### config.mk
export PLATFORM = sky130hd
export DESIGN_NAME = logic_gate_pipe
export DESIGN_NICKNAME = d
export VERILOG_FILES = /design/src/rtl/logic_gate_pipe.sv
export SDC_FILE = /design/constraint.sdc
export NUM_CORES = 1
export LEC_CHECK = 0
export ABC_AREA = 1
export BUFFER_PORTS_ARGS = -buffer_cell sky130_fd_sc_hd__buf_2
export CAP_MARGIN = 5
export CELL_PAD_IN_SITES_DETAIL_PLACEMENT = 1
export CELL_PAD_IN_SITES_GLOBAL_PLACEMENT = 2
export CORE_ASPECT_RATIO = 1.75
export CORE_UTILIZATION = 33
export CTS_CLUSTER_SIZE = 30
export DETAILED_ROUTE_END_ITERATION = 8
export PLACE_DENSITY = 0.9
export SLEW_MARGIN = 20
export SYNTH_ARGS = -nofsm -noshare
export SYNTH_HDL_FRONTEND = slang
export SYNTH_SLANG_ARGS = --single-unit
### constraint.sdc
create_clock -name clk -period 3.86 [get_ports clk]
set_input_delay 0.386 -clock clk [delete_from_list [all_inputs] [get_ports clk]]
set_output_delay 0.386 -clock clk [all_outputs]
set_load 0.05 [all_outputs]
### src/rtl/logic_gate_pipe.sv
// rtl/logic_gate_pipe.sv - WIDTH-bit registered bitwise logic unit with 2-entry skid output buffer
//
// Ports:
//   clk, rst_n            clock, asynchronous active-low reset
//   in_valid/in_ready     input handshake (in_ready is decoded from registered state only)
//   op, a, b              gate select and operands (b ignored for NOT/BUF)
//   out_valid/out_ready   output handshake
//   y, y_zero, y_par      registered result, zero flag, XOR-reduction parity
//   xfer_cnt              saturating count of output transfers
module logic_gate_pipe #(
    parameter int WIDTH = 8,
    parameter int CNT_W = 16
) (
    input  logic             clk,
    input  logic             rst_n,
    input  logic             in_valid,
    output logic             in_ready,
    input  logic [2:0]       op,
    input  logic [WIDTH-1:0] a,
    input  logic [WIDTH-1:0] b,
    output logic             out_valid,
    input  logic             out_ready,
    output logic [WIDTH-1:0] y,
    output logic             y_zero,
    output logic             y_par,
    output logic [CNT_W-1:0] xfer_cnt
);

    typedef enum logic [1:0] {
        S_EMPTY = 2'd0,
        S_ONE   = 2'd1,
        S_TWO   = 2'd2
    } state_t;

    state_t state_q, state_d;

    logic [WIDTH-1:0] res;
    logic [WIDTH-1:0] skid_y;
    logic             skid_zero;
    logic             skid_par;
    logic             in_fire;
    logic             out_fire;
    logic             load_out_new;
    logic             load_out_skid;
    logic             load_skid;

    always_comb begin
        res = '0;
        unique case (op)
            3'b000: res = ~a;
            3'b001: res = a & b;
            3'b010: res = a | b;
            3'b011: res = a ^ b;
            3'b100: res = ~(a & b);
            3'b101: res = ~(a | b);
            3'b110: res = ~(a ^ b);
            3'b111: res = a;
            default: res = '0;
        endcase
    end

    assign in_ready  = (state_q != S_TWO);
    assign out_valid = (state_q != S_EMPTY);
    assign in_fire   = in_valid & in_ready;
    assign out_fire  = out_valid & out_ready;

    always_comb begin
        state_d       = state_q;
        load_out_new  = 1'b0;
        load_out_skid = 1'b0;
        load_skid     = 1'b0;
        unique case (state_q)
            S_EMPTY: begin
                if (in_fire) begin
                    state_d      = S_ONE;
                    load_out_new = 1'b1;
                end
            end
            S_ONE: begin
                if (in_fire && out_fire) begin
                    load_out_new = 1'b1;
                end else if (in_fire) begin
                    state_d   = S_TWO;
                    load_skid = 1'b1;
                end else if (out_fire) begin
                    state_d = S_EMPTY;
                end
            end
            S_TWO: begin
                // Skid entry is older than anything that could arrive, so it moves up first.
                if (out_fire) begin
                    state_d       = S_ONE;
                    load_out_skid = 1'b1;
                end
            end
            default: state_d = S_EMPTY;
        endcase
    end

    always_ff @(posedge clk or negedge rst_n) begin
        if (!rst_n) begin
            state_q <= S_EMPTY;
        end else begin
            state_q <= state_d;
        end
    end

    always_ff @(posedge clk or negedge rst_n) begin
        if (!rst_n) begin
            y      <= '0;
            y_zero <= 1'b0;
            y_par  <= 1'b0;
        end else if (load_out_new) begin
            y      <= res;
            y_zero <= (res == '0);
            y_par  <= ^res;
        end else if (load_out_skid) begin
            y      <= skid_y;
            y_zero <= skid_zero;
            y_par  <= skid_par;
        end
    end

    always_ff @(posedge clk or negedge rst_n) begin
        if (!rst_n) begin
            skid_y    <= '0;
            skid_zero <= 1'b0;
            skid_par  <= 1'b0;
        end else if (load_skid) begin
            skid_y    <= res;
            skid_zero <= (res == '0);
            skid_par  <= ^res;
        end
    end

    always_ff @(posedge clk or negedge rst_n) begin
        if (!rst_n) begin
            xfer_cnt <= '0;
        end else if (out_fire && (xfer_cnt != {CNT_W{1'b1}})) begin
            xfer_cnt <= xfer_cnt + 1'b1;
        end
    end

endmodule
==> impl_metrics.csv, run 1 <==
group,metric,value,unit
synth,syn_area,2920,um^2
drt,vias_per_cell,4.822,
setup_path,critPathMaxFanout,15,
pwr,total_power,1.881,mW
die,die_w,73.11,um
setup_path,cp-start-kind,"primary input",
setup_path,reg2reg_to,"y[6]",
clock_tree,cts_resized,0,
grt,grtUsageTotal,19.28,%
synth,yosys_register_bits,38,
pwr,ir_worst_vdd,0.2654,mV
die,num_io_pins,51,
finish,layout_common_cells,"nand2_1, inv_1, buf_2, nor2_1, dfrtp_1",
drt,wl_per_cell,13.98,um
timing,whs,209.5,ps
pwr,power.share.switching,45.07,%
clock_tree,path_clk_slew,50,ps
timing,tightest_slew,853.6,ps
clock_tree,clock_latency,280,ps
setup_path,cp.arrival,2510,ps
setup_path,critPathCaptureType,"flip-flop",
timing,setup_ws,1548,ps
timing,max_freq,0.4324,GHz
drt,drtPass1Iterations,6,
synth,ys_seq_area_share,32.56,%
setup_path,cpPeakStageDelay,410,ps
grt,first_global_vias,2965,
setup_path,rrSetupSlack,2050,ps
timing,finalSetupTns,0,ps
finish,area_growth,16.97,%
die,die_area,9244,um^2
timing,fin_crit_sh,59.91,%
status,status,"complete, no violations",
placement,place_congestion,0.8717,
timing,setup_viol,0,
synth,yosysWarnings,0,
pwr,switchingPower,847.9,uW
placement,placed_area,3251,um^2
pwr,p_leak,1.812,nW
finish,instances_no_fill,589,
job,drv_cap,0,
timing,final_max_slew_viol_count,0,
die,rows,45,
placement,post-place-ws,1260,ps
pwr,pwr-share-comb,42.4,%
timing,rsz0062_at_grt,"no",
timing,timing.final.crit_period,2312,ps
drt,vias,2840,
clock_tree,cts_setup_buffers,0,
die,die_h,126.4,um
finish,stdcell_area,3416,um^2
grt,grt_max_degree,39,
grt,grt_pass1_wl,13.89,mm
finish,drive_gt1_share,18.01,%
finish,antenna_cells,0,
finish,layout_commonest_cell,"nand2_1",
synth,yosysUniqueCellTypes,27,
drt,drt_iter0_markers,108,
finish,fin_util,39.65,%
pwr,intPower,1.033,mW
clock_tree,cts-buffers-inserted,5,
placement,dp_hpwl,6.596,mm
placement,io_buffers,50,
clock_tree,clock_path_buffers,2,
synth,syn_nets,469,
clock_tree,cts.htree.levels,2,
pwr,pwr-share-clk,24.6,%
clock_tree,cts_sinks,38,
timing,maxSlewHeadroom,43.09,%
setup_path,cp_top_family,"simple AND/OR/NAND/NOR gates",
setup_path,critPathBufInv,3,
drt,drc,0,
grt,grt_overflow,0,
setup_path,reg2reg_depth,8,
die,coreArea,8615,um^2
placement,dp_cells,581,
setup_path,critical_path_class,"in2reg",
pwr,powerDensity,550.8,nW/um^2
setup_path,cpMaxStageDelayCell,"nor3_2",
clock_tree,hold_buffers,0,
setup_path,path_cells,"buf_2 -> inv_2 -> nor3_2 -> nand2_1 -> nand2_1 -> nor2_1 -> nand3_1 -> inv_1 -> ha_1 -> xnor2_1 -> xnor2_1 -> nand2_1 -> o211ai_1",
timing,skew,3.813,ps
grt,antenna_found_initial,0,
drt,wl,8.236,mm
setup_path,cpMostUsedCell,"nand2_1",
synth,syn_inst,425,
finish,layout.nets,515,
die,start_util,33.90,%
setup_path,r2r_start,"state_q[0]",
synth,avgSynthCellArea,6.871,um^2
setup_path,cp.required,4060,ps
drt,final_antenna_net_count,0,
clock_tree,cts_tree,"yes",
clock_tree,clockRootBuffer,"clkbuf_16",
pwr,power.share.sequential,32.9,%
timing,hold_violations,0,
min_path,holdCritPathClass,"in2async",
-- flip-flops by register name, indices dropped and copies added (netlist names) --
register   flops
y              8
xfer_cnt      16
skid_y         8
y_zero         1
skid_zero      1
skid_par       1
state_q        2
y_par          1
-- metal layers --
| layer | vias to the layer above | wire, um | GRT usage, % | part of all wire [%] |
|---|---|---|---|---|
| met5 | - | 0 | 0 | 0 |
| met4 | 0 | 110 | 4.960 | 1.3 |
| met3 | 8 | 235 | 2.542 | 2.9 |
| met2 | 56 | 4789 | 39.00 | 58 |
| met1 | 1359 | 3099 | 19.58 | 38 |
| li1 | 1417 | - | - | - |
-- cells in the mapped netlist, drive strengths merged --
cell type,n,share of area (%)
nand2,143,19
o21ai,30,5.9
o211ai,1,0.26
inv,63,8.2
nand3,22,4.6
buf,12,2.7
ha,21,9.0
clkbuf,1,0.13
nor3,8,1.7
xor2,7,2.1
nand4,21,4.5
o31ai,1,0.26
dfrtp,38,33
nor2,49,7.0
xnor2,7,2.1
nand3b,1,0.39
-- power by group through the flow --
stage | logic (mW) | registers, mW | clock network [mW]
after global routing | 0.877 | 0.636 | 0.491
after global placement | 0.787 | 0.620 | 0
after detailed placement | 0.805 | 0.628 | 0
final | 0.798 | 0.620 | 0.463
after CTS | 0.809 | 0.623 | 0.476
after floorplan | 0.338 | 0.882 | 0
-- area by class of cell --
cell class,count,area [um^2]
Clock buffer,5,125.1
Clock inverter,3,40.04
Fill cell,1132,5199
Inverter,63,239.0
Multi-Input combinational cell,311,1649
Sequential cell,38,950.9
Tap cell,117,146.4
Timing Repair Buffer,52,265.3
-- worst reg2reg max path, delay by kind of cell (launching register included) --
| kind | cells | cell delay, ps |
|---|---|---|
| buf+inv | 2 | 250 |
| flops | 1 | 350 |
| simple gates | 6 | 1110 |
-- how the worst max path moves through the flow --
stage	startpoint	endpoint	slack [ps]	cells after the start
after floorplan	op[2]	y_par	1860	11
after global placement	op[1]	y_par	1290	13
after detailed placement	op[1]	y_par	1260	13
after CTS	op[1]	y_par	1550	13
after global routing	op[1]	skid_par	1380	13
final	op[1]	y_par	1550	13
-- cell families (layout without fill, tap and decap cells) --
kind of cell    after synthesis  after routing  share of synthesized area (%)
fa+ha+maj                    21             21                          8.997
simple gates                244            244                          36.85
compound gates               32             32                          6.427
flops                        38             38                          32.56
buf+inv                      76            123                          10.97
xor+xnor                     14             14                          4.199
No activity file was read; power rests on OpenSTA's default activity.
==> run 2: changes to the inputs <==
--- a/config.mk
+++ b/config.mk
@@ -11,10 +11,10 @@
 export CELL_PAD_IN_SITES_DETAIL_PLACEMENT = 1
 export CELL_PAD_IN_SITES_GLOBAL_PLACEMENT = 2
 export CORE_ASPECT_RATIO = 1.75
-export CORE_UTILIZATION = 33
+export CORE_UTILIZATION = 31
 export CTS_CLUSTER_SIZE = 30
 export DETAILED_ROUTE_END_ITERATION = 8
-export PLACE_DENSITY = 0.9
+export PLACE_DENSITY = 0.85
 export SLEW_MARGIN = 20
 export SYNTH_ARGS = -nofsm -noshare
 export SYNTH_HDL_FRONTEND = slang
==> constraint.sdc (replaced) <==
create_clock -name clk -period 2.3 [get_ports clk]
set_input_delay 0.23 -clock clk [delete_from_list [all_inputs] [get_ports clk]]
set_output_delay 0.23 -clock clk [all_outputs]
set_load 0.05 [all_outputs]
==> impl_metrics.csv, run 2 (same netlist as run 1, synthesis figures left out) <==
group,metric,value,unit
finish,antenna_cells,0,
drt,final_antenna_net_count,0,
min_path,holdCritPathClass,"in2async",
die,num_io_pins,51,
placement,dp_hpwl,6.837,mm
clock_tree,hold_buffers,0,
finish,layout_commonest_cell,"nand2_1",
finish,area_growth,18.04,%
timing,rsz0062_at_grt,"no",
drt,drt_iter0_markers,63,
setup_path,reg2reg_depth,8,
clock_tree,cts.htree.levels,2,
clock_tree,clockRootBuffer,"clkbuf_16",
placement,post-place-ws,52.58,ps
status,status,"complete, no violations",
die,rows,46,
finish,final-seq-area,950.9,um^2
clock_tree,cts_resized,0,
setup_path,critPathCaptureType,"flip-flop",
timing,max_freq,0.5204,GHz
timing,hold_violations,0,
die,die_w,75.37,um
pwr,intPower,1.633,mW
setup_path,cp.required,2500,ps
timing,setup_viol,0,
setup_path,critPathMaxFanout,12,
clock_tree,clock_path_buffers,2,
finish,layout.nets,523,
placement,place_congestion,0.8834,
timing,timing.final.crit_period,1921,ps
drt,wl,8.431,mm
setup_path,cp.arrival,2120,ps
grt,antenna_found_initial,0,
die,die_h,130.4,um
clock_tree,cts_tree,"yes",
placement,io_buffers,50,
grt,grt_overflow,0,
grt,grtUsageTotal,18.98,%
finish,top_register,"xfer_cnt",
die,coreArea,9094,um^2
pwr,power.share.sequential,34.1,%
drt,drc,0,
pwr,pwr-share-comb,44.3,%
finish,multi_input_area,1649,um^2
setup_path,cp-start-kind,"primary input",
drt,drtPass1Iterations,4,
timing,maxSlewHeadroom,41.74,%
drt,vias,2833,
clock_tree,clock_latency,280,ps
job,drv_cap,0,
grt,grt-busiest-layer,"met2",
setup_path,rrSetupSlack,600,ps
pwr,ir_worst_vdd,0.5638,mV
clock_tree,path_clk_slew,50,ps
timing,whs,53.64,ps
finish,fillers,1213,
die,die_area,9828,um^2
finish,top_regs,"xfer_cnt (16), skid_y (8), y (8)",
grt,use_met1,18.36,%
grt,grt_max_degree,39,
drt,wl_per_cell,14.08,um
pwr,p_leak,1.830,nW
grt,grt_pass1_wl,14.01,mm
setup_path,critical_path_class,"in2reg",
grt,grtUsageMet2,38.81,%
pwr,pwr-share-clk,21.6,%
clock_tree,cts-buffers-inserted,5,
finish,layout_common_cells,"nand2_1, inv_1, buf_2, nor2_1, dfrtp_1",
setup_path,r2r_start,"xfer_cnt[0]",
finish,fin_util,37.91,%
clock_tree,cts_sinks,38,
pwr,switchingPower,1.403,mW
grt,grt_use_met3,2.607,%
timing,skew,2.578,ps
setup_path,reg2reg_to,"xfer_cnt[10]",
timing,setup_ws,378.5,ps
timing,tightest_slew,874.0,ps
clock_tree,cts_setup_buffers,0,
drt,vias_per_cell,4.730,
timing,final_max_slew_viol_count,0,
timing,finalSetupTns,0,ps
finish,largest_reg_flops,16,
timing,fin_crit_sh,83.54,%
pwr,power.share.switching,46.21,%
pwr,powerDensity,880.8,nW/um^2
grt,first_global_vias,2985,
finish,drive_gt1_share,18.79,%
die,start_util,32.11,%
==> run 2: changes by cell type in the layout (fill, tap and decap cells not counted) <==
| cell | delta |
|---|---|
| bufinv_16 | -1 |
| buf_4 | +8 |
| clkinv_2 | -2 |
| clkbuf_1 | +2 |
==> run 2: worst max-delay path, cell delays in order <==
cell and delay, ps:
buf_2 230, inv_2 170, o21ai_0 350, nand2_1 100
nor2_1 100, nand2_1 120, nand2_1 90, ha_1 230
xor2_1 150, xnor2_1 190, nand2_1 70, o211ai_1 90
==> run 2: cell type report <==
type	count	area share, %
timing repair buffer	60	9.437
inverter	63	6.933
clock buffer	7	3.848
multi-input combinational	311	47.84
sequential	38	27.59
tap	120	4.356
==> run 2: worst max-delay path by stage <==
stage	from	endpoint	slack, ps	depth (start not counted)
2_1_floorplan	op[2]	y_par	460	11
3_3_place_gp	op[2]	y_par	120	12
3_5_place_dp	op[2]	y_par	50	12
4_1_cts	op[2]	y_par	350	12
5_1_grt	op[0]	y_par	220	13
6_report	op[2]	y_par	380	12
==> run 2: power by group through the flow <==
stage	logic, mW	registers [mW]	clock network (mW)
6_report	1.35	1.04	0.655
5_1_grt	1.49	1.07	0.707
4_1_cts	1.37	1.04	0.680
3_5_place_dp	1.36	1.05	0
3_3_place_gp	1.33	1.04	0
2_1_floorplan	0.567	1.48	0
==> run 2: per-stage QoR <==
stage	cells	power (mW)	area [um^2]
2_1_floorplan	425	2.046	2920
3_3_place_gp	592	2.369	3314
3_5_place_dp	592	2.413	3314
4_1_cts	599	3.090	3447
5_1_grt	599	3.264	3447
6_report	599	3.036	3447
==> run 2: layer usage <==
layer | share of wire (%) | vias to the layer above | routed length [um]
met2 | 58 | 49 | 4930
met3 | 2.8 | 7 | 238
met4 | 1.8 | 0 | 153
li1 | - | 1435 | -
met5 | 0 | - | 0
met1 | 37 | 1342 | 3109
